## config.mk

```make
export PLATFORM = sky130hd
export DESIGN_NAME = key_search_fsm
export DESIGN_NICKNAME = d
export VERILOG_FILES = /design/src/rtl/rc4_pkg.sv /design/src/rtl/plaintext_byte_checker.sv /design/src/rtl/key_search_fsm.sv
export SDC_FILE = /design/constraint.sdc
export NUM_CORES = 1
export LEC_CHECK = 0
export CORE_MARGIN = 3
export CORE_UTILIZATION = 31
export DETAILED_ROUTE_END_ITERATION = 10
export HOLD_SLACK_MARGIN = 0.02
export PLACE_DENSITY = 0.56
export SKIP_LAST_GASP = 1
export SLEW_MARGIN = 15
export SYNTH_ARGS = -nofsm -noshare
export SYNTH_HDL_FRONTEND = slang
export SYNTH_SLANG_ARGS = --single-unit
export TNS_END_PERCENT = 30
```

## constraint.sdc

```tcl
create_clock -name CLOCK_50 -period 5.4 [get_ports CLOCK_50]
set_input_delay 1.62 -clock CLOCK_50 [delete_from_list [all_inputs] [get_ports CLOCK_50]]
set_output_delay 1.62 -clock CLOCK_50 [all_outputs]
set_load 0.03 [all_outputs]
```

## src/rtl/rc4_pkg.sv

```systemverilog
// Shared types and constants for the RC4 key-search datapath.
package rc4_pkg;

  localparam int DEFAULT_KEY_WIDTH = 24;
  localparam int DEFAULT_MSG_DEP   = 32;

  localparam logic [7:0] ASCII_LOWER_A = 8'h61;
  localparam logic [7:0] ASCII_LOWER_Z = 8'h7A;
  localparam logic [7:0] ASCII_SPACE   = 8'h20;

  typedef enum logic [2:0] {
    IDLE,
    LAUNCH,
    CHECK,
    ABORT,
    NEXT_KEY,
    FOUND,
    EXHAUSTED
  } key_search_state_t;

endpackage

```

## src/rtl/plaintext_byte_checker.sv

```systemverilog
// Flags whether a decrypted byte can belong to the message (lowercase or space).
module plaintext_byte_checker
  import rc4_pkg::*;
(
  input  logic [7:0] byte_data,
  output logic       legal
);

  // Pure range test; kept separate so parallel checkers can reuse it.
  assign legal = ((byte_data >= ASCII_LOWER_A) && (byte_data <= ASCII_LOWER_Z)) ||
                 (byte_data == ASCII_SPACE);

endmodule

```

## src/rtl/key_search_fsm.sv

```systemverilog
// Brute-force key search controller: walks the key space, launches a
// KSA/decrypt trial per key and screens the plaintext stream byte by byte.
module key_search_fsm
  import rc4_pkg::*;
#(
  parameter int                   KEY_WIDTH  = DEFAULT_KEY_WIDTH,
  parameter logic [KEY_WIDTH-1:0] KEY_FIRST  = '0,
  parameter logic [KEY_WIDTH-1:0] KEY_LAST   = KEY_WIDTH'(24'h3FFFFF),
  parameter logic [KEY_WIDTH-1:0] KEY_STRIDE = KEY_WIDTH'(1),
  parameter int                   MSG_DEP    = DEFAULT_MSG_DEP
) (
  input  logic                 CLOCK_50,
  input  logic                 reset_n,
  input  logic                 start,
  input  logic                 stop,
  input  logic                 byte_valid,
  input  logic [7:0]           byte_data,
  output logic                 byte_ready,
  output logic [KEY_WIDTH-1:0] secret_key,
  output logic                 trial_start,
  output logic                 trial_abort,
  output logic                 busy,
  output logic                 key_found,
  output logic                 key_not_found
);

  localparam int                 CNT_W        = (MSG_DEP > 1) ? $clog2(MSG_DEP) : 1;
  localparam logic [CNT_W-1:0]   CNT_LAST     = CNT_W'(MSG_DEP - 1);
  localparam logic [KEY_WIDTH:0] KEY_LAST_EXT = {1'b0, KEY_LAST};

  key_search_state_t     state_reg, state_next;
  logic [KEY_WIDTH-1:0]  key_reg, key_next;
  logic [CNT_W-1:0]      count_reg, count_next;
  // Remembers that ABORT was entered because of stop, so it returns to IDLE.
  logic                  stop_pending_reg, stop_pending_next;

  logic                  byte_legal;
  logic                  byte_accept;
  logic [KEY_WIDTH:0]    key_sum;

  plaintext_byte_checker u_checker (
    .byte_data (byte_data),
    .legal     (byte_legal)
  );

  // Extra bit catches carry-out so the search never wraps back to key 0.
  assign key_sum     = {1'b0, key_reg} + {1'b0, KEY_STRIDE};
  assign byte_accept = (state_reg == CHECK) && byte_valid;

  // State, key and byte-count registers.
  always_ff @(posedge CLOCK_50 or negedge reset_n) begin
    if (!reset_n) begin
      state_reg        <= IDLE;
      key_reg          <= '0;
      count_reg        <= '0;
      stop_pending_reg <= 1'b0;
    end else begin
      state_reg        <= state_next;
      key_reg          <= key_next;
      count_reg        <= count_next;
      stop_pending_reg <= stop_pending_next;
    end
  end

  // Next-state logic and Moore outputs decoded from the current state.
  always_comb begin
    state_next        = state_reg;
    key_next          = key_reg;
    count_next        = count_reg;
    stop_pending_next = 1'b0;

    byte_ready    = (state_reg == CHECK);
    trial_start   = (state_reg == LAUNCH);
    trial_abort   = (state_reg == ABORT);
    busy          = (state_reg == LAUNCH) || (state_reg == CHECK) ||
                    (state_reg == ABORT)  || (state_reg == NEXT_KEY);
    key_found     = (state_reg == FOUND);
    key_not_found = (state_reg == EXHAUSTED);

    case (state_reg)
      IDLE: begin
        // stop beats a simultaneous start here
        if (start && !stop) begin
          key_next   = KEY_FIRST;
          count_next = '0;
          state_next = LAUNCH;
        end
      end
      FOUND, EXHAUSTED: begin
        if (start) begin
          key_next   = KEY_FIRST;
          count_next = '0;
          state_next = LAUNCH;
        end
      end
      LAUNCH: begin
        state_next = stop ? IDLE : CHECK;
      end
      CHECK: begin
        // stop overrides whatever byte arrives this cycle, even a final legal one
        if (stop) begin
          state_next        = ABORT;
          stop_pending_next = 1'b1;
        end else if (byte_accept) begin
          if (!byte_legal) begin
            state_next = ABORT;
          end else if (count_reg == CNT_LAST) begin
            state_next = FOUND;
          end else begin
            count_next = count_reg + 1'b1;
          end
        end
      end
      ABORT: begin
        state_next = (stop || stop_pending_reg) ? IDLE : NEXT_KEY;
      end
      NEXT_KEY: begin
        if (stop) begin
          state_next = IDLE;
        end else if (key_sum > KEY_LAST_EXT) begin
          // keep the last key tried visible on secret_key
          state_next = EXHAUSTED;
        end else begin
          key_next   = key_sum[KEY_WIDTH-1:0];
          count_next = '0;
          state_next = LAUNCH;
        end
      end
      default: begin
        state_next = IDLE;
      end
    endcase
  end

  assign secret_key = key_reg;

endmodule

```

# ---- Word level (Yosys, flattened, before mapping)
# Cells that the tools add are included.
dict set report word_totals {
  word_cells 70
  rom_bits 0
  latchBits 0
  ram_bits 0
  input_bits 13
  mem_count 0
  ff_bits 33
}
dict set report op_classes {
  div_mod_pow 0
  reduce_logical 16
  add_sub_neg 2
  eq_ne 18
  n_shift 0
  n_lt_le_gt_ge 3
  bitwise 0
  n_mul 0
  n_mux 27
}
# operator n
set ops {}
lappend ops {{24-bit 2-to-1 mux} 4}
lappend ops {{24-bit case mux with 3 select lines} 1}
lappend ops {{5-bit 2-to-1 mux} 8}
lappend ops {{3-bit 2-to-1 mux} 9}
lappend ops {{24-bit by 1-bit adder with 25-bit output (second input constant)} 1}
lappend ops {{25-bit by 22-bit greater-than comparator with 1-bit output (second input constant)} 1}
lappend ops {{5-bit case mux with 4 select lines} 1}
lappend ops {{3-bit case mux with 6 select lines} 1}
lappend ops {{2-bit != test (second input constant)} 6}
lappend ops {{3-bit == test (second input constant)} 3}
lappend ops {{9-bit AND reduction} 1}
lappend ops {{8-bit by 6-bit == test with 1-bit output (second input constant)} 1}
lappend ops {{8-bit by 7-bit greater-or-equal comparator with 1-bit output (second input constant)} 1}
lappend ops {{8-bit by 7-bit <= comparator with 1-bit output (second input constant)} 1}
lappend ops {{3-bit by 2-bit == test with 1-bit output (second input constant)} 2}
lappend ops {{5-bit by 1-bit adder with 5-bit output (second input constant)} 1}
lappend ops {{5-bit == test (second input constant)} 1}
lappend ops {{1-bit logical OR} 5}
lappend ops {{5-bit AND reduction} 1}
lappend ops {{2-bit by 1-bit != test with 1-bit output (second input constant)} 2}
lappend ops {{4-bit by 3-bit != test with 1-bit output (second input constant)} 1}
lappend ops {{4-bit AND reduction} 1}
lappend ops {{4-bit nonzero test} 1}
lappend ops {{3-bit by 1-bit == test with 1-bit output (second input constant)} 1}
lappend ops {{8 further kinds} 11}

# ---- Logic depth before layout (Yosys ltp)
# Gate-level depths: netlist (run 1).
dict set report logic_depth {
  word_depth 7
  ltp_mapped 11
  depth_no_buf 9
}

# ---- Cells and area by module
# From an unflattened synthesis (run 1), not the netlist that was laid out.
dict set report unflattened {
  hier_cells 299
  area_unflattened_um2 2468.6
}
# module area_per_inst_um2 n_inst cells_per_inst
set modules_own_cells {}
lappend modules_own_cells {key_search_fsm 2404.8 1 289}
lappend modules_own_cells {plaintext_byte_checker 63.8 1 10}

# ---- Least setup slack after synthesis (run 1)
# No wires, ideal clock.
dict set report synth_timing {
  kind {input to register}
  from {input byte_data[2]}
  to {register count_reg[0]}
  t_required_ns 5.275
  stages 7
  n_path_buf 0
  path_slack_ns 2.254
  t_arrival_ns 3.021
  setup_ns 0.125
  cell_sequence {nor4_1 mux2i_1 nor4_1 o21ai_0 a21oi_1 nand2_1 mux2_2}
}
dict set report synth_between {
  elab_chain_len 5
  elab_cells_between_ends 7
  cone_classes {order compare: 2; eq/ne: 2; reduce/logical: 3}
}
# element line_no
set synth_rtl {}
lappend synth_rtl {{start, declared} key_search_fsm.sv:17} ;# input logic [7:0] byte_data,
lappend synth_rtl {{8-bit by 7-bit greater-or-equal comparator with 1-bit output or 8-bit by 7-bit <= comparator with 1-bit output (tied branches)} plaintext_byte_checker.sv:10} ;# assign legal = ((byte_data >= ASCII_LOWER_A) && (byte_data <= ASCII_LOWER_Z)) ||
lappend synth_rtl {{1-bit logical AND} plaintext_byte_checker.sv:10}
lappend synth_rtl {{1-bit logical OR *} plaintext_byte_checker.sv:10}
lappend synth_rtl {{2-bit by 1-bit != test with 1-bit output (no source line) *} n/a}
lappend synth_rtl {{9-bit AND reduction (no source line) *} n/a}
lappend synth_rtl {{end signal, assigned} key_search_fsm.sv:60} ;# count_reg <= count_next;
lappend synth_rtl {{end, declared} key_search_fsm.sv:33} ;# logic [CNT_W-1:0] count_reg, count_next;
# Every way passes the cells marked *; elsewhere a longest branch is shown, timed or not.
# A chain may end at the register's enable or synchronous reset.

# ---- Worst setup path after layout (run 1)
dict set report layout_timing {
  from {register state_reg[1]}
  to {output byte_ready}
}
dict set report layout_between {
  elab_chain_len 1
}
# element line_no
set layout_rtl {}
lappend layout_rtl {{start, declared} key_search_fsm.sv:31} ;# key_search_state_t state_reg, state_next;
lappend layout_rtl {{start signal, assigned} key_search_fsm.sv:58} ;# state_reg <= state_next;
lappend layout_rtl {{3-bit by 2-bit == test with 1-bit output} key_search_fsm.sv:72} ;# byte_ready = (state_reg == CHECK);
lappend layout_rtl {{end, declared} key_search_fsm.sv:18} ;# output logic byte_ready,
# Every way passes these cells.

==> results of run 1 <==
-- synthesized netlist by cell type, drive strengths merged, types with 2 or more instances --
master	instances	area, sq um
a2111oi	2	17.5
a211oi	2	20.0
a21boi	2	15.0
a21oi	15	75.1
a2bb2oi	2	17.5
a31oi	23	150
a41oi	3	26.3
and2	4	26.3
and3	6	37.5
buf	5	40.0
clkbuf	13	51.3
dfrtp	33	826
ha	4	50.1
inv	12	45.0
mux2	3	41.3
mux2i	4	40.0
nand2	33	124
nand2b	10	62.6
nand3	8	40.0
nand3b	3	22.5
nand4	10	62.6
nor2	25	93.8
nor2b	4	25.0
nor3	12	60.1
nor4	10	62.6
o21a	5	37.5
o21ai	10	50.0
o22ai	2	12.5
o2bb2ai	3	26.3
o31ai	4	30.0
or2	3	18.8
or3	2	12.5
xnor2	5	43.8
-- area by class of cell --
cell class / count / area share [%]
Timing Repair Buffer: 45 / 15.0
Sequential cell: 33 / 27.9
Clock buffer: 6 / 2.45
Clock inverter: 2 / 0.338
Multi-Input combinational cell: 233 / 48.6
Inverter: 12 / 1.52
Tap cell: 99 / 4.19
-- how the worst max path moves through the flow --
stage	to	start	cells after the start	slack, ps
after floorplan	count_reg[0]	byte_data[2]	7	2250
final	byte_ready	state_reg[1]	4	1700
after CTS	byte_ready	state_reg[1]	4	1700
after detailed placement	secret_key[15]	stop	7	1440
after global placement	secret_key[15]	stop	7	1480
after global routing	secret_key[1]	secret_key[0]	9	1590
-- worst max-delay path, cell delays in order, from the launching register on --
cell and delay (ps):
dfrtp_1 510, nor2b_1 250, nand2_1 160, inv_1 170
clkdlybuf4s50_1 700
-- stage by stage --
step	hold slack [ps]	setup slack (ps)	instances	total power, uW
after floorplan	464	2250	296	575
after detailed placement	513	1440	422	677
final	530	1700	430	861
after global routing	551	1590	430	910
after CTS	535	1700	430	866
after global placement	497	1480	422	676
-- power by group --
group	total (uW)	internal (uW)	switching (uW)
logic	358	134	224
clock network	189	89.5	99.7
registers	314	269	45.0
-- cell families after synthesis --
| family | after synthesis |
|---|---|
| AO/OA/AOI/OAI | 83 |
| flip-flops | 33 |
| adder cells (fa/ha/maj) | 4 |
| multiplexers | 7 |
| AND/OR/NAND/NOR | 134 |
| XOR/XNOR | 5 |
| buffers and inverters | 30 |
-- routing by layer --
metal	GRT usage [%]	vias to the layer above	wire, um
li1	-	1166	-
met1	22.0	1106	3300
met2	24.0	57	2990
met3	3.04	7	338
met4	4.09	0	87
met5	0	-	0
==> impl_metrics.tcl, run 1 <==
set metrics [dict create \
    status "finished clean" \
    place.gp.congestion 0.835 \
    grt_pass1_wl_um 11000 \
    cp.required_ps 3780 \
    final_area_sq_mm 0.00296 \
    dpl_cell_area_sq_mm 0.00288 \
    ir_worst_vdd_uv 125 \
    drtIter0Drc 119 \
    ys.flop_type "dfrtp_1" \
    cts_max_level 2 \
    ys_ff_latch 33 \
    multiInputGateArea_sq_mm 0.00144 \
    fin_setup_tns_ps 0 \
    worstHoldStart "count_reg[2]" \
    yosysSeqAreaShare_pct 34.4 \
    hold_viol 0 \
    crit_arrival_ps 2080 \
    period_share_pct 68.4 \
    yosysWarnings 0 \
    min_path_type "flip-flop to flip-flop" \
    routed_wl_um 6720 \
    ys_types 55 \
    utilization_pct 40.1 \
    synth_adder_area_share_pct 2.09 \
    num_vias 2336 \
    nets 347 \
    fp.dieArea_sq_mm 0.00883 \
    post_drt_wl_per_cell_um 15.6 \
    maxSlewHeadroom_pct 53.9 \
    clkTransAtPathRegs_ps 70 \
    synth_area_sq_mm 0.00240 \
    drc 0 \
    die_x_um 94.0 \
    reg2reg_to "secret_key[1]" \
    synth_compound_area_share_pct 23.8 \
    antenna_found_initial 0 \
    drv_cap 0 \
    clockBufferDepth 2 \
    reg2reg_depth 9 \
    syn_to_final_growth_pct 23.3 \
    synth_xor_area_share_pct 1.82 \
    numPortBuffers 42 \
    initial_core_util_pct 32.6 \
    cts_made_buffers 5 \
    final_common_cell "clkdlybuf4s50_1" \
    rsz0062_at_grt "false" \
    synth-simple-area-share_pct 28.8 \
    synth_edf_count 0 \
    antenna_cells 0 \
    n_fill_cell 765 \
    avgSynthCellArea_sq_um 8.11 \
    worst_r2r_startpoint "secret_key[1]" \
    worstSetupPathType "flip-flop to primary output" \
    core_area_sq_mm 0.00737 \
    rows 31 \
    grt_pass1_vias 2212 \
    hold_depth 1 \
    grt-ovfl-total 0 \
    cts_tree "built" \
    p_leak_uw 0.00108 \
    syn_inst 296 \
    ctsHoldBuffers 0 \
    synth_top_family_by_area "simple AND/OR/NAND/NOR gates" \
    largest_reg_flops 24 \
    clock-root-buffer "clkbuf_8" \
    clk_latency_ps 290 \
    path_max_fanout 10 \
    worstSetupStartpointType "flip-flop" \
    r2r_slack_ps 2030 \
    layout_common_cells "42 x clkdlybuf4s50_1, 33 x nand2_1, 33 x dfrtp_1" \
    muxShareOfSynthArea_pct 3.39 \
    slew_viol_final 0 \
    power.density_mw_per_mm2 291 \
    drive_above_1_share_pct 6.95 \
    drt-pass1-iter-count 4 \
    viasPerCell 5.43 \
    cts_setup_buffers 0 \
    clock_skew_ps 10.5 \
    min_period_ps 3700 \
    regArea_sq_um 826 \
    synthesis.nets 313 \
    setup_viol 0 \
    grt_max_degree 34 \
    crit_path_end_kind "primary output" \
    detail-route-antenna-nets 0 \
    maxClockFrequency_ghz 0.271 \
    worst_slew_pin_slew_ps 691 \
    dpl.hpwl_um 4770 \
    die_y_um 94.0 \
    io_pins 43 \
    cts_resized 0 \
    cts.sink_count 33 \
    synth-async-reset-ratio_pct 100 \
    hold_path_end "count_reg[2]" \
    grt_use_total_pct 15.5 \
]
Note: power is estimated with default switching activity, not from simulation.
==> run 2: changes to the inputs <==
--- a/config.mk
+++ b/config.mk
@@ -9,7 +9,7 @@
 export CORE_UTILIZATION = 31
 export DETAILED_ROUTE_END_ITERATION = 10
 export HOLD_SLACK_MARGIN = 0.02
-export PLACE_DENSITY = 0.56
+export PLACE_DENSITY = 0.58
 export SKIP_LAST_GASP = 1
 export SLEW_MARGIN = 15
 export SYNTH_ARGS = -nofsm -noshare
==> constraint.sdc (replaced) <==
create_clock -name CLOCK_50 -period 3.1 [get_ports CLOCK_50]
set_input_delay 0.93 -clock CLOCK_50 [delete_from_list [all_inputs] [get_ports CLOCK_50]]
set_output_delay 0.93 -clock CLOCK_50 [all_outputs]
set_load 0.03 [all_outputs]
==> impl_metrics.tcl, run 2 (same netlist as run 1, synthesis figures left out) <==
set metrics [dict create \
    maxClockFrequency_ghz 0.339 \
    drv_cap 0 \
    rsz0062_at_grt "false" \
    grt_pass1_vias 2370 \
    cts_made_buffers 5 \
    place.gp.congestion 0.834 \
    cts_max_level 2 \
    fin_setup_tns_ps 0 \
    crit_path_end_kind "primary output" \
    p_comb_share_pct 42.9 \
    nets 373 \
    crit_arrival_ps 2020 \
    antenna_found_initial 0 \
    drt-pass1-iter-count 4 \
    drive_above_1_share_pct 14.3 \
    p_switching_uw 655 \
    reg2reg_depth 8 \
    multiInputGateArea_sq_mm 0.00145 \
    utilization_pct 43.6 \
    clkPwrFrac_pct 25.6 \
    critPathMaxStageDelay_ps 700 \
    drc 0 \
    clock-root-buffer "clkbuf_8" \
    placedCellCount 448 \
    fin_hold_ws_ps 519 \
    syn_to_final_growth_pct 33.8 \
    dpl.hpwl_um 5030 \
    crit_chain "inv_1, nand2_1, inv_1, clkdlybuf4s50_1" \
    ctsHoldBuffers 0 \
    routed_wl_um 6830 \
    core_area_sq_mm 0.00737 \
    worstSetupPathType "flip-flop to primary output" \
    crit_buf_inv 3 \
    layout_common_cells "42 x clkdlybuf4s50_1, 33 x nand2_1, 33 x dfrtp_1" \
    ir_worst_vdd_uv 209 \
    num_vias 2468 \
    instances_no_fill 456 \
    worst_slew_pin_slew_ps 707 \
    regArea_sq_um 826 \
    rows 31 \
    min_period_ps 2950 \
    maxSlewHeadroom_pct 52.7 \
    clock_skew_ps 6.21 \
    hold_depth 1 \
    final_common_cell "clkdlybuf4s50_1" \
    antenna_cells 0 \
    clkTransAtPathRegs_ps 70 \
    post_drt_wl_per_cell_um 15.0 \
    worst_r2r_startpoint "secret_key[5]" \
    reg2reg_to "secret_key[7]" \
    fp.dieArea_sq_mm 0.00883 \
    seqPwrFrac_pct 31.5 \
    path_max_fanout 12 \
    viasPerCell 5.41 \
    grt-ovfl-total 0 \
    power.density_mw_per_mm2 526 \
    cts_tree "built" \
    power.internal_uw 1030 \
    die_y_um 94.0 \
    grt_pass1_wl_um 11500 \
    crit_family "buffers and inverters" \
    p_leak_uw 0.00123 \
    initial_core_util_pct 32.6 \
    hold_viol 0 \
    die_x_um 94.0 \
    grt_use_total_pct 16.3 \
    setup_viol 0 \
    clk_latency_ps 290 \
    grt_max_degree 34 \
    cp.required_ps 2170 \
    detail-route-antenna-nets 0 \
    n_fill_cell 743 \
    slew_viol_final 0 \
    worstHoldStart "count_reg[3]" \
    cts.sink_count 33 \
    drtIter0Drc 181 \
    cpMaxStageDelayCell "clkdlybuf4s50_1" \
    hold_path_end "count_reg[3]" \
    status "finished clean" \
    largest_reg_flops 24 \
    period_share_pct 95.3 \
    min_path_type "flip-flop to flip-flop" \
    io_pins 43 \
    netSwitchingFraction_pct 38.8 \
    critical_path.most_common_cell "inv_1" \
    worstSetupStartpointType "flip-flop" \
    r2r_slack_ps 240 \
    numPortBuffers 42 \
    clockBufferDepth 2 \
]
-- run 2: changes by cell type in the layout (fill, tap and decap cells not counted), sizes merged --
| cell | previous run | this run |
|---|---|---|
| buf | 3 | 29 |
| clkinv | 2 | 0 |
| bufinv | 0 | 1 |
| clkbuf | 6 | 7 |
-- run 2: final cells by class --
| cell class | count | area share, % |
|---|---|---|
| Clock buffer | 7 | 2.69 |
| Clock inverter | 1 | 0.935 |
| Timing Repair Buffer | 71 | 20.3 |
| Inverter | 12 | 1.40 |
| Sequential cell | 33 | 25.7 |
| Tap cell | 99 | 3.86 |
| Multi-Input combinational cell | 233 | 45.1 |
-- run 2: worst max path at each step --
stage	from	end	slack, ps	cells past startpoint
finish	state_reg[0]	byte_ready	150	4
global route	state_reg[1]	byte_ready	10	4
CTS	state_reg[0]	byte_ready	140	4
detailed placement	byte_data[3]	state_reg[1]	60	8
global placement	byte_data[3]	state_reg[1]	100	8
floorplan	secret_key[0]	count_reg[0]	140	9
-- run 2: metrics by stage --
step / setup slack, ps / total power [uW] / instance area, sq um
finish: 147 / 1690 / 3210
global route: 10.7 / 1790 / 3210
CTS: 141 / 1700 / 3200
detailed placement: 57.2 / 1260 / 3080
global placement: 98.7 / 1260 / 3080
floorplan: 142 / 1000 / 2400
-- run 2: timing repair --
| action | 4_1_cts | 5_1_grt |
|---|---|---|
| setup endpoints to repair | 0 | 21 |
| buffers inserted | 0 | 0 |
| gates resized for setup | 0 | 3 |
-- run 2: power by group through the flow --
stage | Sequential, uW | Clock (uW) | Combinational (uW)
2_1_floorplan | 524 | 0 | 476
3_3_place_gp | 539 | 0 | 721
3_5_place_dp | 537 | 0 | 724
4_1_cts | 530 | 443 | 725
5_1_grt | 541 | 465 | 788
6_report | 532 | 432 | 724
-- run 2: worst reg2reg max path: stages (launching register included) --
cell and delay [ps]:
dfrtp_1 470, nand4_1 230, or3_4 480, or4_1 540
a211oi_2 280, o211ai_1 160, nor3b_4 220, buf_12 160
a31oi_1 220
-- run 2: metal layers --
| metal | routed length (um) | vias up | GRT usage (%) |
|---|---|---|---|
| met4 | 86 | 0 | 4.45 |
| met3 | 304 | 9 | 2.48 |
| met2 | 3110 | 65 | 25.0 |
| met5 | 0 | - | 0 |
| li1 | - | 1230 | - |
| met1 | 3330 | 1164 | 23.7 |
==> run 3: changes to the inputs <==
--- a/config.mk
+++ b/config.mk
@@ -8,7 +8,7 @@
 export CORE_MARGIN = 3
 export CORE_UTILIZATION = 31
 export DETAILED_ROUTE_END_ITERATION = 10
-export HOLD_SLACK_MARGIN = 0.02
+export HOLD_SLACK_MARGIN = 0.08
 export PLACE_DENSITY = 0.58
 export SKIP_LAST_GASP = 1
 export SLEW_MARGIN = 15
==> results of run 3 <==
No change in the layout: final DEF, timing and power equal those of run 2.
